`config.mk`:
```
export PLATFORM = sky130hd
export DESIGN_NAME = stein_gcd
export DESIGN_NICKNAME = d
export VERILOG_FILES = /design/src/rtl/stein_gcd_pkg.sv /design/src/rtl/stein_gcd.sv
export SDC_FILE = /design/constraint.sdc
export NUM_CORES = 1
export LEC_CHECK = 0
export ABC_CLOCK_PERIOD_IN_PS = 4000
export CAP_MARGIN = 40
export CORE_MARGIN = 2
export CORE_UTILIZATION = 39
export DETAILED_ROUTE_END_ITERATION = 12
export GPL_TIMING_DRIVEN = 0
export HOLD_SLACK_MARGIN = 0.03
export PLACE_DENSITY = 0.58
export SLEW_MARGIN = 5
export SYNTH_ARGS = -nofsm -noshare
export SYNTH_HDL_FRONTEND = slang
export SYNTH_SLANG_ARGS = --single-unit
```
`constraint.sdc`:
```
create_clock -name clk -period 4 [get_ports clk]
set_input_delay 0.6 -clock clk [delete_from_list [all_inputs] [get_ports clk]]
set_output_delay 0.6 -clock clk [all_outputs]
set_load 0.01 [all_outputs]
```
`src/rtl/stein_gcd_pkg.sv`:
```
// Shared types and limits for the binary (Stein) GCD engine.
package gcd_pkg;

    typedef enum logic [1:0] {
        IDLE   = 2'd0,
        SHIFT  = 2'd1,
        REDUCE = 2'd2,
        FINISH = 2'd3
    } state_t;

    localparam int GCD_MAX_WIDTH = 32;

endpackage

```
`src/rtl/stein_gcd.sv`:
```
// Iterative binary GCD: strips common factors of two, reduces odd operands by
// halving/subtraction, then restores the common power of two in the result.
module stein_gcd
    import gcd_pkg::*;
#(
    parameter int WIDTH = 8
) (
    input  logic             clk,
    input  logic             reset,
    input  logic             start,
    input  logic [WIDTH-1:0] a,
    input  logic [WIDTH-1:0] b,
    output logic             busy,
    output logic             done,
    output logic [WIDTH-1:0] result,
    output logic             zero_in
);

    localparam int KW = $clog2(WIDTH + 1);

    state_t           state_reg, state_next;
    logic [WIDTH-1:0] ra_reg, ra_next;
    logic [WIDTH-1:0] rb_reg, rb_next;
    logic [KW-1:0]    k_reg, k_next;
    logic [WIDTH-1:0] result_reg, result_next;
    logic             zero_reg, zero_next;

    always_ff @(posedge clk) begin
        if (reset) begin
            state_reg  <= IDLE;
            ra_reg     <= '0;
            rb_reg     <= '0;
            k_reg      <= '0;
            result_reg <= '0;
            zero_reg   <= 1'b0;
        end else begin
            state_reg  <= state_next;
            ra_reg     <= ra_next;
            rb_reg     <= rb_next;
            k_reg      <= k_next;
            result_reg <= result_next;
            zero_reg   <= zero_next;
        end
    end

    always_comb begin
        state_next  = state_reg;
        ra_next     = ra_reg;
        rb_next     = rb_reg;
        k_next      = k_reg;
        result_next = result_reg;
        zero_next   = zero_reg;

        case (state_reg)
            IDLE: begin
                if (start) begin
                    ra_next     = a;
                    rb_next     = b;
                    k_next      = '0;
                    result_next = '0;
                    zero_next   = 1'b0;
                    // A zero operand short-circuits: gcd is simply the other one.
                    if (a == '0 || b == '0) begin
                        result_next = a | b;
                        zero_next   = 1'b1;
                        state_next  = FINISH;
                    end else begin
                        state_next  = SHIFT;
                    end
                end
            end

            SHIFT: begin
                if (!ra_reg[0] && !rb_reg[0]) begin
                    ra_next = ra_reg >> 1;
                    rb_next = rb_reg >> 1;
                    k_next  = k_reg + 1'b1;
                end else begin
                    state_next = REDUCE;
                end
            end

            REDUCE: begin
                if (!ra_reg[0]) begin
                    ra_next = ra_reg >> 1;
                end else if (!rb_reg[0]) begin
                    rb_next = rb_reg >> 1;
                end else if (ra_reg == rb_reg) begin
                    // ra was shifted right k times, so shifting back cannot overflow.
                    result_next = ra_reg << k_reg;
                    state_next  = FINISH;
                end else if (ra_reg > rb_reg) begin
                    ra_next = ra_reg - rb_reg;
                end else begin
                    rb_next = rb_reg - ra_reg;
                end
            end

            FINISH: begin
                state_next = IDLE;
            end

            default: begin
                state_next = IDLE;
            end
        endcase
    end

    assign busy    = (state_reg != IDLE);
    assign done    = (state_reg == FINISH);
    assign result  = result_reg;
    assign zero_in = zero_reg;

endmodule

```
==> results.md <==
| Quantity | Reported | Unit |
|---|---|---|
| Run status | finished, final reports clean | - |
| Worst IR drop on VDD | 0.000564 | V |
| Post-Route Skew | 0.00860 | ns |
| Synthesis-stage register bit count | 31 | - |
| Area growth from synthesis to layout | 18.3 | % |
| Total number of yosys warnings | 0 | - |
| Initial antenna violation count | 0 | - |
| Share of flip-flops with an asynchronous set or reset | 0 | % |
| Crit end category | register | - |
| Ordered list of cells on the worst path | clkbuf_1 -> inv_1 -> ha_1 -> inv_1 -> fa_1 -> nand3_1 -> a21oi_2 -> o21ai_2 -> a221o_1 -> or4_1 -> o31ai_1 | - |
| Number of violations reported at the end of detailed-routing iteration 0 | 151 | - |
| Final Wtd Congestion | 0.881 | - |
| First drt pass iteration count | 4 | - |
| Maximum number of buffers from clock root to sink | 2 | - |
| Dpl cells | 461 | - |
| Sw Ratio | 50.5 | % |
| Die area | 0.00768 | mm^2 |
| DRC violations left | 0 | - |
| Net Sw Power | 1.53 | mW |
| Area share of the largest cell type after synthesis | 22.8 | % |
| Number of fill cells in the layout | 694 | - |
| Reg2reg setup slack | 1.10 | ns |
| Antenna diodes | 0 | - |
| Minimum setup slack in the final design | 1.10 | ns |
| Unrepaired setup endpoints after global routing | no | - |
| Cell area power density | 937 | mW/mm^2 |
| Pin count of the biggest net entering global routing | 11 | - |
| Final critical-path required period | 2.90 | ns |
| Leading cell type in the layout, fill and taps excluded | sky130_fd_sc_hd__nor2_1 | - |
| Most frequent cell on the critical path | sky130_fd_sc_hd__inv_1 | - |
| Kind of launch point of the worst setup path | register | - |
| Top cells by area in the synthesized netlist | sky130_fd_sc_hd__dfxtp_1 23%, sky130_fd_sc_hd__ha_1 11%, sky130_fd_sc_hd__nor2_1 5.5% | - |
| Deepest level of the CTS H-tree | 2 | - |
| Rel. slew slack | 57.9 | % |
| Total routing usage reported by global routing | 22.9 | % |
| Number of slew-limit violations in the final report | 0 | - |
| Starting density of the core | 40.1 | % |
| Required time reported for the critical path endpoint | 4.20 | ns |
| Number of synthesized flops with an enable pin | 0 | - |
| Final core utilization | 47.5 | % |
| Overall via count from detail_route | 2,662 | - |
| Setup slack after placement | 1.13 | ns |
| Hold Fails Final Rpt | 0 | - |
| Final-stage net count | 416 | - |
| Internal power | 1.50 | mW |
| Clock-pin transition on the worst setup and hold timing paths | 0.07 | ns |
| Arr. time, crit path | 3.10 | ns |
| Root Driver | sky130_fd_sc_hd__clkbuf_8 | - |
| Final setup vio count | 0 | - |
| Die width | 87.6 | um |
| Number of gates resized after cts | 0 | - |
| Total half-perimeter wirelength after legalization and detailed placement | 6640 | um |
| Sequential share of power | 18.7 | % |
| Commonest cells after routing, fill and taps aside | 40 x sky130_fd_sc_hd__nor2_1, 31 x sky130_fd_sc_hd__dfxtp_1, 29 x sky130_fd_sc_hd__clkdlybuf4s50_1, 25 x sky130_fd_sc_hd__inv_1, 23 x sky130_fd_sc_hd__ha_1 | - |
| Max Clk Rate | 345 | MHz |
| Number of violations of the max-capacitance limit | 0 | - |
| Final-layout worst hold slack | 0.498 | ns |
| Final Cycle Share | 72.5 | % |
| Total area of sequential cells | 621 | um^2 |
| Port-buffer cells | 29 | - |
| Proportion of layout cells with a drive suffix above 1 | 8.06 | % |
| CTS Buf Count | 5 | - |
| Largest area contributor in the synthesized netlist | sky130_fd_sc_hd__dfxtp_1 | - |
| Combinational share of power | 72.6 | % |
| Worst hold-check path type | register to register | - |
| Buffer count from post-CTS setup fixing | 0 | - |
| Least-Margin Pin Slew | 0.632 | ns |
| Predominant post-synthesis flop cell | sky130_fd_sc_hd__dfxtp_1 | - |
| Area of combinational cells with multiple inputs | 0.00192 | mm^2 |
| Core box area | 0.00679 | mm^2 |
| Cell count after synthesis | 336 | - |
| Count of nets left with antenna violations after detail routing | 0 | - |
| Clock Power Share | 8.7 | % |
| Standard cell with the maximum stage delay on the critical path | sky130_fd_sc_hd__or4_1 | - |
| Setup TNS after final layout | 0 | ns |
| TritonCTS clock tree | built | - |
| Vias in the first global route | 2,584 | - |
| Critical-path maximum fanout | 9 | - |
| CTS Hold Bufs | 0 | - |
| Number of nets produced by synthesis | 380 | - |
| Worst skew pair latency | 0.29 | ns |
| Crit path kind | register to register | - |
| Final global-route overflow total | 0 | - |
| Post-synthesis sequential area ratio | 22.8 | % |
| Reported leakage power | 1.19 | nW |
| Mapped cell area | 0.00273 | mm^2 |
| Final cell count without fillers | 468 | - |
| Aggregate routed wire length | 8370 | um |
| DIE HEIGHT | 87.6 | um |
| Via density | 5.69 | - |
| I/O pin count | 30 | - |
| Wire length of the first global-routing pass | 13,400 | um |
| # clock sinks | 31 | - |
| Average routed wire per standard cell | 17.9 | um |
| Floorplan row count | 30 | - |
| Distinct cell type count of the synthesized netlist | 64 | - |
| Crit-path max cell delay | 0.52 | ns |
| Syn_area_per_cell | 8.11 | um^2 |
==> Yosys cell counts (all sizes together), types with 7 or more instances <==
cell type / number
o21ai: 19
dfxtp: 31
ha: 23
clkbuf: 11
nand3: 10
a311oi: 8
a221oi: 12
buf: 7
inv: 25
a21oi: 17
a211oi: 7
o32ai: 7
nand2: 16
nor2: 40
==> cell families (layout without fill, tap and decap cells) <==
group	Yosys count	in the layout	synth area share [%]
simple gates	115	115	21.6
compound gates	102	102	28.2
buf+inv	43	79	6.70
flops	31	31	22.8
fa+ha+maj	25	25	12.0
xor+xnor	11	11	3.53
mux	9	9	5.19
==> final timing paths <==
check / from / endpoint / depth (start not counted)
hold reg to reg: result[3] / result[3] / 2
setup / recovery: ra_reg[0] / ra_reg[1] / 11
setup reg to reg: ra_reg[0] / ra_reg[1] / 11
hold / removal: result[3] / result[3] / 2
==> stage by stage <==
step | total power [mW] | area [um^2]
after floorplan | 2.19 | 2730
after global placement | 2.72 | 3140
after global routing | 3.30 | 3220
after CTS | 3.01 | 3220
after detailed placement | 2.74 | 3140
final | 3.02 | 3220
==> final cells by class <==
| type | count | share of cell area (%) |
|---|---|---|
| Timing Repair Buffer | 29 | 9.00 |
| Sequential cell | 31 | 19.2 |
| Clock inverter | 1 | 0.155 |
| Tap cell | 96 | 3.73 |
| Clock buffer | 6 | 2.56 |
| Inverter | 25 | 2.91 |
| Multi-Input combinational cell | 262 | 59.6 |
| Buffer | 18 | 2.76 |
==> power by group through the flow <==
stage          registers [mW]  logic, mW  clock network (mW)
3_5_place_dp            0.565       2.17                   0
5_1_grt                 0.576       2.44               0.281
4_1_cts                 0.557       2.18               0.266
2_1_floorplan           0.539       1.65                   0
3_3_place_gp            0.563       2.16                   0
6_report                0.564       2.19               0.264
==> per-layer routing <==
metal	up-vias	track usage [%]	routed length (um)
met5	-	0	0
met4	0	5.17	94
met3	8	3.68	339
met2	55	39.5	3980
met1	1282	30.1	3960
li1	1317	-	-
==> worst max-delay path: cells and delay by family (launching register included) <==
family,cells,cell delay (ns)
simple gates,2,0.66
buf+inv,3,0.57
flops,1,0.36
fa+ha+maj,2,0.44
compound gates,4,0.77
Power figures use the tool's default switching activity.
